==> src/rtl/is_launch_scheduler_if.sv <==
// Issue-FIFO head bundle: two candidate entries toward the
// scheduler and the one-hot launch flags back to the FIFO.
interface is_launch_scheduler_if;
  logic       line1_valid_i;
  logic [2:0] line1_class_i;
  logic [4:0] line1_rd_i;
  logic [4:0] line1_rj_i;
  logic [4:0] line1_rk_i;
  logic       line1_rd_we_i;
  logic       line1_rj_re_i;
  logic       line1_rk_re_i;

  logic       line2_valid_i;
  logic [2:0] line2_class_i;
  logic [4:0] line2_rd_i;
  logic [4:0] line2_rj_i;
  logic [4:0] line2_rk_i;
  logic       line2_rd_we_i;
  logic       line2_rj_re_i;
  logic       line2_rk_re_i;

  logic       double_valid_inst_lunch_flag_o;
  logic       single_valid_inst_lunch_flag_o;
  logic       zero_valid_inst_lunch_flag_o;

  modport master (
    output line1_valid_i, line1_class_i,
    output line1_rd_i, line1_rj_i, line1_rk_i,
    output line1_rd_we_i, line1_rj_re_i, line1_rk_re_i,
    output line2_valid_i, line2_class_i,
    output line2_rd_i, line2_rj_i, line2_rk_i,
    output line2_rd_we_i, line2_rj_re_i, line2_rk_re_i,
    input  double_valid_inst_lunch_flag_o,
    input  single_valid_inst_lunch_flag_o,
    input  zero_valid_inst_lunch_flag_o
  );

  modport slave (
    input  line1_valid_i, line1_class_i,
    input  line1_rd_i, line1_rj_i, line1_rk_i,
    input  line1_rd_we_i, line1_rj_re_i, line1_rk_re_i,
    input  line2_valid_i, line2_class_i,
    input  line2_rd_i, line2_rj_i, line2_rk_i,
    input  line2_rd_we_i, line2_rj_re_i, line2_rk_re_i,
    output double_valid_inst_lunch_flag_o,
    output single_valid_inst_lunch_flag_o,
    output zero_valid_inst_lunch_flag_o
  );
endinterface

==> src/rtl/is_launch_scheduler.sv <==
// Dual-issue launch scheduler: pairing rules, per-register
// result-latency scoreboard and divider occupancy FSM.
module is_launch_scheduler #(
  parameter int DOUBLE_LAUNCH = 1,
  parameter int LOAD_USE_LAT  = 1,
  parameter int MUL_LAT       = 1,
  parameter int DIV_CYCLES    = 16
) (
  input  logic                 clk,
  input  logic                 reset,
  input  logic                 flush_i,
  input  logic                 next_allowin_i,
  is_launch_scheduler_if.slave fifo,
  output logic                 div_busy_o,
  output logic                 div_cancel_o
);

  localparam int DW = $clog2(DIV_CYCLES);
  localparam logic [DW-1:0] DIV_INIT = DW'(DIV_CYCLES - 1);
  localparam logic [2:0] LD_INIT  = 3'(LOAD_USE_LAT);
  localparam logic [2:0] MUL_INIT = 3'(MUL_LAT);

  typedef enum logic {IDLE, BUSY} div_st_e;

  typedef struct packed {
    logic ld;
    logic st;
    logic mul;
    logic div;
    logic priv;
  } cls_t;

  function automatic cls_t dec(input logic [2:0] c);
    cls_t d;
    d = '0;
    unique case (c)
      3'd2:    d.ld   = 1'b1;
      3'd3:    d.st   = 1'b1;
      3'd4:    d.mul  = 1'b1;
      3'd5:    d.div  = 1'b1;
      3'd6:    d.priv = 1'b1;
      default: d      = '0;
    endcase
    return d;
  endfunction

  div_st_e       state_q, state_d;
  logic [DW-1:0] div_cnt_q, div_cnt_d;
  logic [4:0]    div_rd_q, div_rd_d;
  logic [2:0]    cnt_q [32];
  logic [2:0]    cnt_d [32];
  logic [31:0]   hold_q, hold_d;
  logic [31:0]   busy_vec;

  cls_t       d1, d2;
  logic       br1;
  logic       src1_busy, src2_busy;
  logic       raw, waw, pair_ok;
  logic       l1_go, l2_go;
  logic       wr1, wr2;
  logic       div_idle, div_go, div_done;
  logic [4:0] div_rd_new;

  assign d1  = dec(fifo.line1_class_i);
  assign d2  = dec(fifo.line2_class_i);
  assign br1 = (fifo.line1_class_i == 3'd1);

  // r0 is never busy: bit 0 stays clear
  always_comb begin
    busy_vec = '0;
    for (int r = 1; r < 32; r++) begin
      busy_vec[r] = (cnt_q[r] != 3'd0) || hold_q[r];
    end
  end

  assign src1_busy =
    (fifo.line1_rj_re_i & busy_vec[fifo.line1_rj_i]) |
    (fifo.line1_rk_re_i & busy_vec[fifo.line1_rk_i]);

  assign src2_busy =
    (fifo.line2_rj_re_i & busy_vec[fifo.line2_rj_i]) |
    (fifo.line2_rk_re_i & busy_vec[fifo.line2_rk_i]);

  assign raw = fifo.line1_rd_we_i &
    (fifo.line1_rd_i != 5'd0) &
    ((fifo.line2_rj_re_i &
      (fifo.line2_rj_i == fifo.line1_rd_i)) |
     (fifo.line2_rk_re_i &
      (fifo.line2_rk_i == fifo.line1_rd_i)));

  assign waw = fifo.line1_rd_we_i & fifo.line2_rd_we_i &
    (fifo.line1_rd_i == fifo.line2_rd_i) &
    (fifo.line1_rd_i != 5'd0);

  assign div_idle = (state_q == IDLE);

  assign pair_ok = ~br1 & ~d1.priv & ~d2.priv &
    ~((d1.ld | d1.st) & (d2.ld | d2.st)) &
    ~((d1.mul | d1.div) & (d2.mul | d2.div)) &
    ~(d2.div & ~div_idle);

  assign l1_go = reset & fifo.line1_valid_i &
    next_allowin_i & ~flush_i & ~src1_busy &
    ~(d1.div & ~div_idle);

  assign l2_go = (DOUBLE_LAUNCH != 0) & l1_go &
    fifo.line2_valid_i & ~src2_busy &
    ~raw & ~waw & pair_ok;

  assign fifo.double_valid_inst_lunch_flag_o = l1_go & l2_go;
  assign fifo.single_valid_inst_lunch_flag_o = l1_go & ~l2_go;
  assign fifo.zero_valid_inst_lunch_flag_o   = ~l1_go;

  assign wr1 = l1_go & fifo.line1_rd_we_i &
    (fifo.line1_rd_i != 5'd0);
  assign wr2 = l2_go & fifo.line2_rd_we_i &
    (fifo.line2_rd_i != 5'd0);

  assign div_go   = (l1_go & d1.div) | (l2_go & d2.div);
  assign div_done = (state_q == BUSY) & (div_cnt_q == '0);

  // a non-writing divide still occupies the unit but holds no reg
  always_comb begin
    div_rd_new = 5'd0;
    if (l1_go & d1.div) begin
      if (fifo.line1_rd_we_i) div_rd_new = fifo.line1_rd_i;
    end else if (fifo.line2_rd_we_i) begin
      div_rd_new = fifo.line2_rd_i;
    end
  end

  assign div_busy_o   = reset & (state_q == BUSY);
  assign div_cancel_o = reset & flush_i & (state_q == BUSY);

  always_comb begin
    for (int r = 0; r < 32; r++) begin
      cnt_d[r] = (cnt_q[r] != 3'd0) ? cnt_q[r] - 3'd1 : 3'd0;
    end
    hold_d = hold_q;
    if (div_done) hold_d[div_rd_q] = 1'b0;
    if (wr1) begin
      if (d1.ld)  cnt_d[fifo.line1_rd_i]  = LD_INIT;
      if (d1.mul) cnt_d[fifo.line1_rd_i]  = MUL_INIT;
      if (d1.div) hold_d[fifo.line1_rd_i] = 1'b1;
    end
    if (wr2) begin
      if (d2.ld)  cnt_d[fifo.line2_rd_i]  = LD_INIT;
      if (d2.mul) cnt_d[fifo.line2_rd_i]  = MUL_INIT;
      if (d2.div) hold_d[fifo.line2_rd_i] = 1'b1;
    end
    if (flush_i) begin
      for (int r = 0; r < 32; r++) cnt_d[r] = 3'd0;
      hold_d = '0;
    end
    cnt_d[0]  = 3'd0;
    hold_d[0] = 1'b0;
  end

  always_comb begin
    state_d   = state_q;
    div_cnt_d = div_cnt_q;
    div_rd_d  = div_rd_q;
    unique case (state_q)
      IDLE: begin
        if (div_go) begin
          state_d   = BUSY;
          div_cnt_d = DIV_INIT;
          div_rd_d  = div_rd_new;
        end
      end
      BUSY: begin
        if (div_cnt_q == '0) state_d = IDLE;
        else div_cnt_d = div_cnt_q - 1'b1;
      end
    endcase
    if (flush_i) begin
      state_d   = IDLE;
      div_cnt_d = '0;
    end
  end

  always_ff @(posedge clk) begin
    if (!reset) begin
      for (int r = 0; r < 32; r++) cnt_q[r] <= 3'd0;
      hold_q    <= '0;
      state_q   <= IDLE;
      div_cnt_q <= '0;
      div_rd_q  <= 5'd0;
    end else begin
      cnt_q     <= cnt_d;
      hold_q    <= hold_d;
      state_q   <= state_d;
      div_cnt_q <= div_cnt_d;
      div_rd_q  <= div_rd_d;
    end
  end

endmodule

==> src/flat_wrapper.sv <==
// flat-port wrapper written by rule: the top's interface ports become plain ports
module is_launch_scheduler_flat 
#(
  parameter int DOUBLE_LAUNCH = 1,
  parameter int LOAD_USE_LAT  = 1,
  parameter int MUL_LAT       = 1,
  parameter int DIV_CYCLES    = 16
)
  (clk, reset, flush_i, next_allowin_i, div_busy_o, div_cancel_o, fifo_line1_valid_i, fifo_line1_class_i, fifo_line1_rd_i, fifo_line1_rj_i, fifo_line1_rk_i, fifo_line1_rd_we_i, fifo_line1_rj_re_i, fifo_line1_rk_re_i, fifo_line2_valid_i, fifo_line2_class_i, fifo_line2_rd_i, fifo_line2_rj_i, fifo_line2_rk_i, fifo_line2_rd_we_i, fifo_line2_rj_re_i, fifo_line2_rk_re_i, fifo_double_valid_inst_lunch_flag_o, fifo_single_valid_inst_lunch_flag_o, fifo_zero_valid_inst_lunch_flag_o);
  is_launch_scheduler_if fifo_i ();
  input  logic clk;
  input  logic reset;
  input  logic flush_i;
  input  logic next_allowin_i;
  output logic div_busy_o;
  output logic div_cancel_o;
  input wire logic [$bits(fifo_i.line1_valid_i)-1:0] fifo_line1_valid_i;
  input wire logic [$bits(fifo_i.line1_class_i)-1:0] fifo_line1_class_i;
  input wire logic [$bits(fifo_i.line1_rd_i)-1:0] fifo_line1_rd_i;
  input wire logic [$bits(fifo_i.line1_rj_i)-1:0] fifo_line1_rj_i;
  input wire logic [$bits(fifo_i.line1_rk_i)-1:0] fifo_line1_rk_i;
  input wire logic [$bits(fifo_i.line1_rd_we_i)-1:0] fifo_line1_rd_we_i;
  input wire logic [$bits(fifo_i.line1_rj_re_i)-1:0] fifo_line1_rj_re_i;
  input wire logic [$bits(fifo_i.line1_rk_re_i)-1:0] fifo_line1_rk_re_i;
  input wire logic [$bits(fifo_i.line2_valid_i)-1:0] fifo_line2_valid_i;
  input wire logic [$bits(fifo_i.line2_class_i)-1:0] fifo_line2_class_i;
  input wire logic [$bits(fifo_i.line2_rd_i)-1:0] fifo_line2_rd_i;
  input wire logic [$bits(fifo_i.line2_rj_i)-1:0] fifo_line2_rj_i;
  input wire logic [$bits(fifo_i.line2_rk_i)-1:0] fifo_line2_rk_i;
  input wire logic [$bits(fifo_i.line2_rd_we_i)-1:0] fifo_line2_rd_we_i;
  input wire logic [$bits(fifo_i.line2_rj_re_i)-1:0] fifo_line2_rj_re_i;
  input wire logic [$bits(fifo_i.line2_rk_re_i)-1:0] fifo_line2_rk_re_i;
  output wire logic [$bits(fifo_i.double_valid_inst_lunch_flag_o)-1:0] fifo_double_valid_inst_lunch_flag_o;
  output wire logic [$bits(fifo_i.single_valid_inst_lunch_flag_o)-1:0] fifo_single_valid_inst_lunch_flag_o;
  output wire logic [$bits(fifo_i.zero_valid_inst_lunch_flag_o)-1:0] fifo_zero_valid_inst_lunch_flag_o;
  assign fifo_i.line1_valid_i = fifo_line1_valid_i;
  assign fifo_i.line1_class_i = fifo_line1_class_i;
  assign fifo_i.line1_rd_i = fifo_line1_rd_i;
  assign fifo_i.line1_rj_i = fifo_line1_rj_i;
  assign fifo_i.line1_rk_i = fifo_line1_rk_i;
  assign fifo_i.line1_rd_we_i = fifo_line1_rd_we_i;
  assign fifo_i.line1_rj_re_i = fifo_line1_rj_re_i;
  assign fifo_i.line1_rk_re_i = fifo_line1_rk_re_i;
  assign fifo_i.line2_valid_i = fifo_line2_valid_i;
  assign fifo_i.line2_class_i = fifo_line2_class_i;
  assign fifo_i.line2_rd_i = fifo_line2_rd_i;
  assign fifo_i.line2_rj_i = fifo_line2_rj_i;
  assign fifo_i.line2_rk_i = fifo_line2_rk_i;
  assign fifo_i.line2_rd_we_i = fifo_line2_rd_we_i;
  assign fifo_i.line2_rj_re_i = fifo_line2_rj_re_i;
  assign fifo_i.line2_rk_re_i = fifo_line2_rk_re_i;
  assign fifo_double_valid_inst_lunch_flag_o = fifo_i.double_valid_inst_lunch_flag_o;
  assign fifo_single_valid_inst_lunch_flag_o = fifo_i.single_valid_inst_lunch_flag_o;
  assign fifo_zero_valid_inst_lunch_flag_o = fifo_i.zero_valid_inst_lunch_flag_o;
  is_launch_scheduler #(.DOUBLE_LAUNCH(DOUBLE_LAUNCH), .LOAD_USE_LAT(LOAD_USE_LAT), .MUL_LAT(MUL_LAT), .DIV_CYCLES(DIV_CYCLES)) u_core (.clk(clk), .reset(reset), .flush_i(flush_i), .next_allowin_i(next_allowin_i), .fifo(fifo_i), .div_busy_o(div_busy_o), .div_cancel_o(div_cancel_o));
endmodule
==> config.mk <==
export PLATFORM = sky130hd
export DESIGN_NAME = is_launch_scheduler_flat
export DESIGN_NICKNAME = d
export VERILOG_FILES = /design/src/rtl/is_launch_scheduler_if.sv /design/src/rtl/is_launch_scheduler.sv /design/src/flat_wrapper.sv
export SDC_FILE = /design/constraint.sdc
export NUM_CORES = 1
export LEC_CHECK = 0
export BUFFER_PORTS_ARGS = -buffer_cell sky130_fd_sc_hd__buf_2
export CELL_PAD_IN_SITES_DETAIL_PLACEMENT = 2
export CELL_PAD_IN_SITES_GLOBAL_PLACEMENT = 2
export CORE_UTILIZATION = 41
export DETAILED_ROUTE_END_ITERATION = 10
export GPL_ROUTABILITY_DRIVEN = 0
export MAX_ROUTING_LAYER = met4
export PLACE_DENSITY = 0.95
export SLEW_MARGIN = 20
export SYNTH_ARGS = -nofsm -noshare
export SYNTH_HDL_FRONTEND = slang
export SYNTH_SLANG_ARGS = --single-unit
==> constraint.sdc <==
create_clock -name clk -period 9.7 [get_ports clk]
set_clock_uncertainty 0.1 [all_clocks]
set_input_delay 1.455 -clock clk [delete_from_list [all_inputs] [get_ports clk]]
set_output_delay 1.455 -clock clk [all_outputs]
set_load 0.02 [all_outputs]
=== Word-level counts from Yosys, hierarchy flattened ===
Index checks and enable logic that the tools add are counted.

* $lt $le $gt $ge: 14
* Reduce and logical (&&, ||, !) cells: 74
* Eq/ne operators: 16
* Bitwise operators: 82
* Mux-type cells: 82
* Add/sub/neg operators: 33

{| class="wikitable"
|+ Operators with widths
! operator !! number
|-
| $mux W96 || 8
|-
| $and A64 B64 Y64 || 4
|-
| $or A32 B32 Y32 || 6
|-
| $mux W32 || 5
|-
| $not A64 Y64 || 2
|-
| $mux W3 || 34
|-
| $reduce_bool A3 Y1 || 31
|-
| $sub A3 B1 Y3 const B || 31
|-
| $and A1 B1 Y1 || 42
|-
| $lt A5 B6 Y1 const B || 7
|-
| $and A32 B32 Y32 || 1
|-
| $not A32 Y32 || 1
|-
| $logic_or A1 B1 Y1 || 31
|-
| $demux W3 S5 || 2
|-
| $bmux W1 S5 || 4
|-
| $mux W1 || 19
|-
| $eq A3 B3 Y1 const B || 6
|-
| $not A1 Y1 || 16
|-
| $demux W1 S5 || 3
|-
| $eq A5 B5 Y1 || 3
|-
| $ge A5 B1 Y1 const B || 3
|-
| $mux W5 || 3
|-
| $eq A3 B2 Y1 const B || 4
|-
| $ge A6 B6 Y1 const B || 2
|-
| other kinds (16) || 33
|}

* Output and inout bits: 5
* Input bits: 48
* Register bits: 135
* Logic and storage cells: 337

=== Longest topological paths before layout ===
* Word-level depth: 21
* Gate-level depth with buffers: 13
* Depth with buffers taken out: 11

=== Worst setup path before layout ===
Ideal clock, no wire load.

* Kind: input -> output
* From: input fifo_line2_rj_i[2]
* To: output fifo_double_valid_inst_lunch_flag_o
* Cell stages on the path: 7
* Required time: 8145 ps
* Arrival time: 3645 ps
* Buffers on the path: 1
* Setup slack: 4500 ps
* Path through: buf_1 mux4_2 and2_1 o22ai_1 nor2_1 nor4_2 and2_1

* Word-level cells in the longest chain between the ends: 10

{| class="wikitable"
|+ Ends and longest elaborated chain
! element !! line !! source
|-
| from (decl) || flat_wrapper.sv:28 || <nowiki>input wire logic [$bits(fifo_i.line2_rj_i)-1:0] fifo_line2_rj_i;</nowiki>
|-
| $bmux W1 S5 || is_launch_scheduler.sv:81 || <nowiki>(fifo.line2_rj_re_i & busy_vec[fifo.line2_rj_i]) |</nowiki>
|-
| $mux W1 (not written as such) || is_launch_scheduler.sv:81 ||
|-
| $and A1 B1 Y1 || is_launch_scheduler.sv:81 ||
|-
| $or A1 B1 Y1 || is_launch_scheduler.sv:81 ||
|-
| $not A1 Y1 || is_launch_scheduler.sv:107 || <nowiki>fifo.line2_valid_i & ~src2_busy &</nowiki>
|-
| $and A1 B1 Y1 || is_launch_scheduler.sv:107 ||
|-
| $and A1 B1 Y1 (*) || is_launch_scheduler.sv:107 ||
|-
| $and A1 B1 Y1 (*) (2 in a row) || is_launch_scheduler.sv:108 || <nowiki>~raw & ~waw & pair_ok;</nowiki>
|-
| $and A1 B1 Y1 (*) || is_launch_scheduler.sv:110 || <nowiki>assign fifo.double_valid_inst_lunch_flag_o = l1_go & l2_go;</nowiki>
|-
| to (decl) || flat_wrapper.sv:33 || <nowiki>output wire logic [$bits(fifo_i.double_valid_inst_lunch_flag_o)-1:0] fifo_double_valid_inst_lunch_flag_o;</nowiki>
|}

Mark *: on every way between the ends. The rest lies on a longest branch, timed or not. The select of a mux whose other input is x is not followed.

=== Worst setup path in the final report ===
* From: input fifo_line2_rj_i[0]
* To: output fifo_double_valid_inst_lunch_flag_o

The elaborated chain is that of the path after synthesis.

==> run_results.csv <==
group,metric,value,unit
timing,fin_crit,6370,ps
critical_path,worstPathRequired,8150,ps
min_path,hold_path_class,"flop to flop",
logic_synthesis,ys_warn_count,0,
global_route,antenna_found_initial,3,
clock_network,cts_buffers,17,
pwr,p_leak,4.34,nW
finish,final_area,0.0103,mm²
pwr,power.density,133,mW/mm²
detailed_routing,via_per_inst,6.99,
critical_path,worst-path-max-fanout,15,
detailed_routing,ant_nets,0,
die,num_rows,54,
timing,timing.hold.ws,438,ps
die,ioPinCount,53,
timing,finalMaxSlewViolations,0,
detailed_routing,vias,10100,
critical_path,critPathKind,"input pin to output pin",
detailed_routing,wl_per_cell,32.2,µm
timing,worst_slack,3330,ps
clock_network,cts.repair.resized,0,
timing,relSlewSlack,12.1,%
timing,max_clock_freq,157,MHz
logic_synthesis,avgSynthCellArea,8.12,µm²
logic_synthesis,synth-seq-area-share,29.0,%
finish,drive_gt1_share,13.5,%
critical_path,cp-end-kind,"output pin",
logic_synthesis,synth_fa_ha_area_share,8.65,%
timing,rsz0062_at_grt,"false",
logic_synthesis,ys.flop_type,"dfxtp_1",
finish,syn_to_final_growth,11.3,%
clock_network,clock_latency,460,ps
clock_network,h-tree-depth,4,
logic_synthesis,yosysUniqueCellTypes,66,
critical_path,start_kind,"input pin",
status,run_status,"finished with violations",
pwr,power,1.37,mW
critical_path,critPathSlowestCell,"nor4_2",
pwr,peakVddDrop,0.000124,V
timing,fin_setup_tns,0,ps
detailed_routing,firstDrtPassIters,9,
placed_design,port_buffers,52,
clock_network,cts.sinks,134,
clock_network,ctsHoldBuffers,0,
status,violations,"DRC",
die,die_area,0.0232,mm²
clock_network,cts_buffer_depth,2,
clock_network,cts_tree,"yes",
placed_design,place_hpwl,30.4,mm
clock_network,clk_pin_slew_worst_paths,60,ps
logic_synthesis,synth_compound_area_share,19.4,%
global_route,overflow,0,
placed_design,post-place-ws,3630,ps
critical_path,slowest_delay,890,ps
critical_path,path_buf_inv,2,
timing,hold_violations,0,
logic_synthesis,ys_seq_elements,134,
logic_synthesis,synth_top_family_by_area,"simple AND/OR/NAND/NOR gates",
critical_path,crit_path_frequent_cell,"buf_2",
job,drv_cap,0,
logic_synthesis,synthXorXnorAreaFrac,1.61,%
timing,setup_viol,0,
critical_path,cp_data_arrival_time,4820,ps
die,initial_core_util,42.1,%
logic_synthesis,synth-edff-count,0,
logic_synthesis,synth.area.mux_share,7.07,%
detailed_routing,drt_drc_violations_left,9,
die,die_height,152,µm
global_route,track_usage,42.0,%
die,die_w,152,µm
critical_path,critPathTopFamily,"simple AND/OR/NAND/NOR gates",
timing,finalCritPeriodShare,65.7,%
die,core,0.0220,mm²
clock_network,root_buffer,"clkbuf_16",
detailed_routing,initialDrtViolationCount,1125,
placed_design,dpl_cell_area,0.00971,mm²
clock_network,postCtsSetupBuffers,0,
global_route,grt_pass1_vias,11000,
logic_synthesis,synthArstFlopShare,0,%
logic_synthesis,syn_nets,1252,
global_route,grt_pass1_wl,70.7,mm
logic_synthesis,synth_cells,1140,
detailed_routing,drt_wl_total,46.7,mm
logic_synthesis,syn-cell-area,0.00925,mm²
critical_path,path_cells,"buf_2 -> or3b_1 -> a2111oi_0 -> nor4_1 -> o22ai_1 -> nor2_1 -> nor4_2 -> and2_1 -> buf_2",
logic_synthesis,synth-simple-area-share,28.2,%
finish,num-nets-final,1267,
global_route,grt_max_degree,93,
finish,fillerInstances,2395,
timing,worstMarginPinSlew,1310,ps
-- worst register-to-register path, delay by kind of cell, from the launching register on --
kind | cells | cell delay [ps]
and+or+nand+nor | 5 | 2020
AOI/OAI and AO/OA | 3 | 1210
buffers and inverters | 1 | 440
DFF | 1 | 340
adders and majority gates | 1 | 300
muxes | 1 | 150
-- cells in the mapped netlist (8+ instances only) --
cell type / n / area (µm²)
a211oi_1: 18 / 135
a21oi_1: 43 / 215
a31oi_1: 44 / 275
a32o_1: 16 / 160
and2_1: 31 / 194
and3_1: 16 / 100
and4_1: 10 / 87.6
buf_2: 9 / 45.0
clkbuf_1: 50 / 188
dfxtp_1: 134 / 2680
ha_1: 64 / 801
inv_1: 74 / 278
mux2i_1: 17 / 170
mux4_2: 19 / 428
nand2_1: 126 / 473
nand2b_1: 31 / 194
nand3_1: 28 / 140
nand3b_1: 14 / 105
nor2_1: 79 / 297
nor2b_1: 22 / 138
nor3_1: 50 / 250
nor3b_1: 12 / 90.1
nor4_1: 8 / 50.1
o211a_1: 25 / 250
o211ai_1: 23 / 173
o21ai_0: 14 / 70.1
o21ai_1: 28 / 140
or2_2: 9 / 56.3
or3_1: 25 / 156
xor2_1: 12 / 105
-- power by group --
part           total [mW]  switching (mW)  internal (mW)
clock               0.688           0.301          0.387
combinational       0.130          0.0948         0.0348
sequential          0.550        0.000359          0.550
total                1.37           0.397          0.972
-- final timing paths --
kind / from / to / slack (ps) / depth (start not counted)
setup / recovery: fifo_line2_rj_i[0] / fifo_double_valid_inst_lunch_flag_o / 3330 / 9
hold / removal: u_core.div_rd_q[0]$_SDFFE_PN0P_ / u_core.div_rd_q[0]$_SDFFE_PN0P_ / 440 / 2
setup reg to reg: u_core.cnt_q[90]$_SDFF_PP0_ / u_core.hold_q[19]$_SDFF_PP0_ / 5020 / 11
hold reg to reg: u_core.div_rd_q[0]$_SDFFE_PN0P_ / u_core.div_rd_q[0]$_SDFFE_PN0P_ / 440 / 2
-- layout by cell type, fill, tap and decap left out, types with 18 or more instances in the layout --
cell	count
a211oi_1	18
inv_1	74
nor2_1	78
mux4_2	19
or3_1	25
a21oi_1	43
nand3_1	28
o211ai_1	23
dfxtp_1	134
buf_2	52
and2_1	31
nor2b_1	21
ha_1	64
o21ai_1	28
nand2_1	126
nand2b_1	30
o211a_1	25
nor3_1	49
a31oi_1	44
-- routing by layer --
layer	GRT usage [%]	vias up	routed length (µm)
met5	-	-	0
met3	10.6	291	4170
met2	66.7	686	22000
li1	-	4101	-
met1	45.8	5058	17200
met4	30.1	0	3390
-- through the flow --
| step | std cells | utilization, % |
|---|---|---|
| floorplan | 1140 | - |
| global placement | 1416 | 44.2 |
| detailed placement | 1416 | 44.2 |
| CTS | 1448 | 46.9 |
| global route | 1451 | 46.9 |
| finish | 1451 | 46.9 |
-- cell families after synthesis --
group	Yosys count
AO/OA/AOI/OAI	253
XOR/XNOR	17
adder cells (fa/ha/maj)	64
buffers and inverters	144
flip-flops	134
multiplexers	41
AND/OR/NAND/NOR	487
-- flip-flops by register name, summed over array words and instances (netlist names) --
register,cells
u_core.state_q,1
u_core.hold_q,31
u_core.div_cnt_q,4
u_core.cnt_q,93
u_core.div_rd_q,5
-- cell type report --
cell class                      count  area (µm²)  area share, %
Tap cell                          280         350           3.40
Inverter                           76         285           2.77
Clock inverter                     14         149           1.45
Sequential cell                   134        2680           26.0
Timing Repair Buffer               64         350           3.40
Clock buffer                       18         439           4.26
Antenna cell                        3        7.51         0.0729
Multi-Input combinational cell    862        6040           58.6
(Power assumes the default switching activity.)
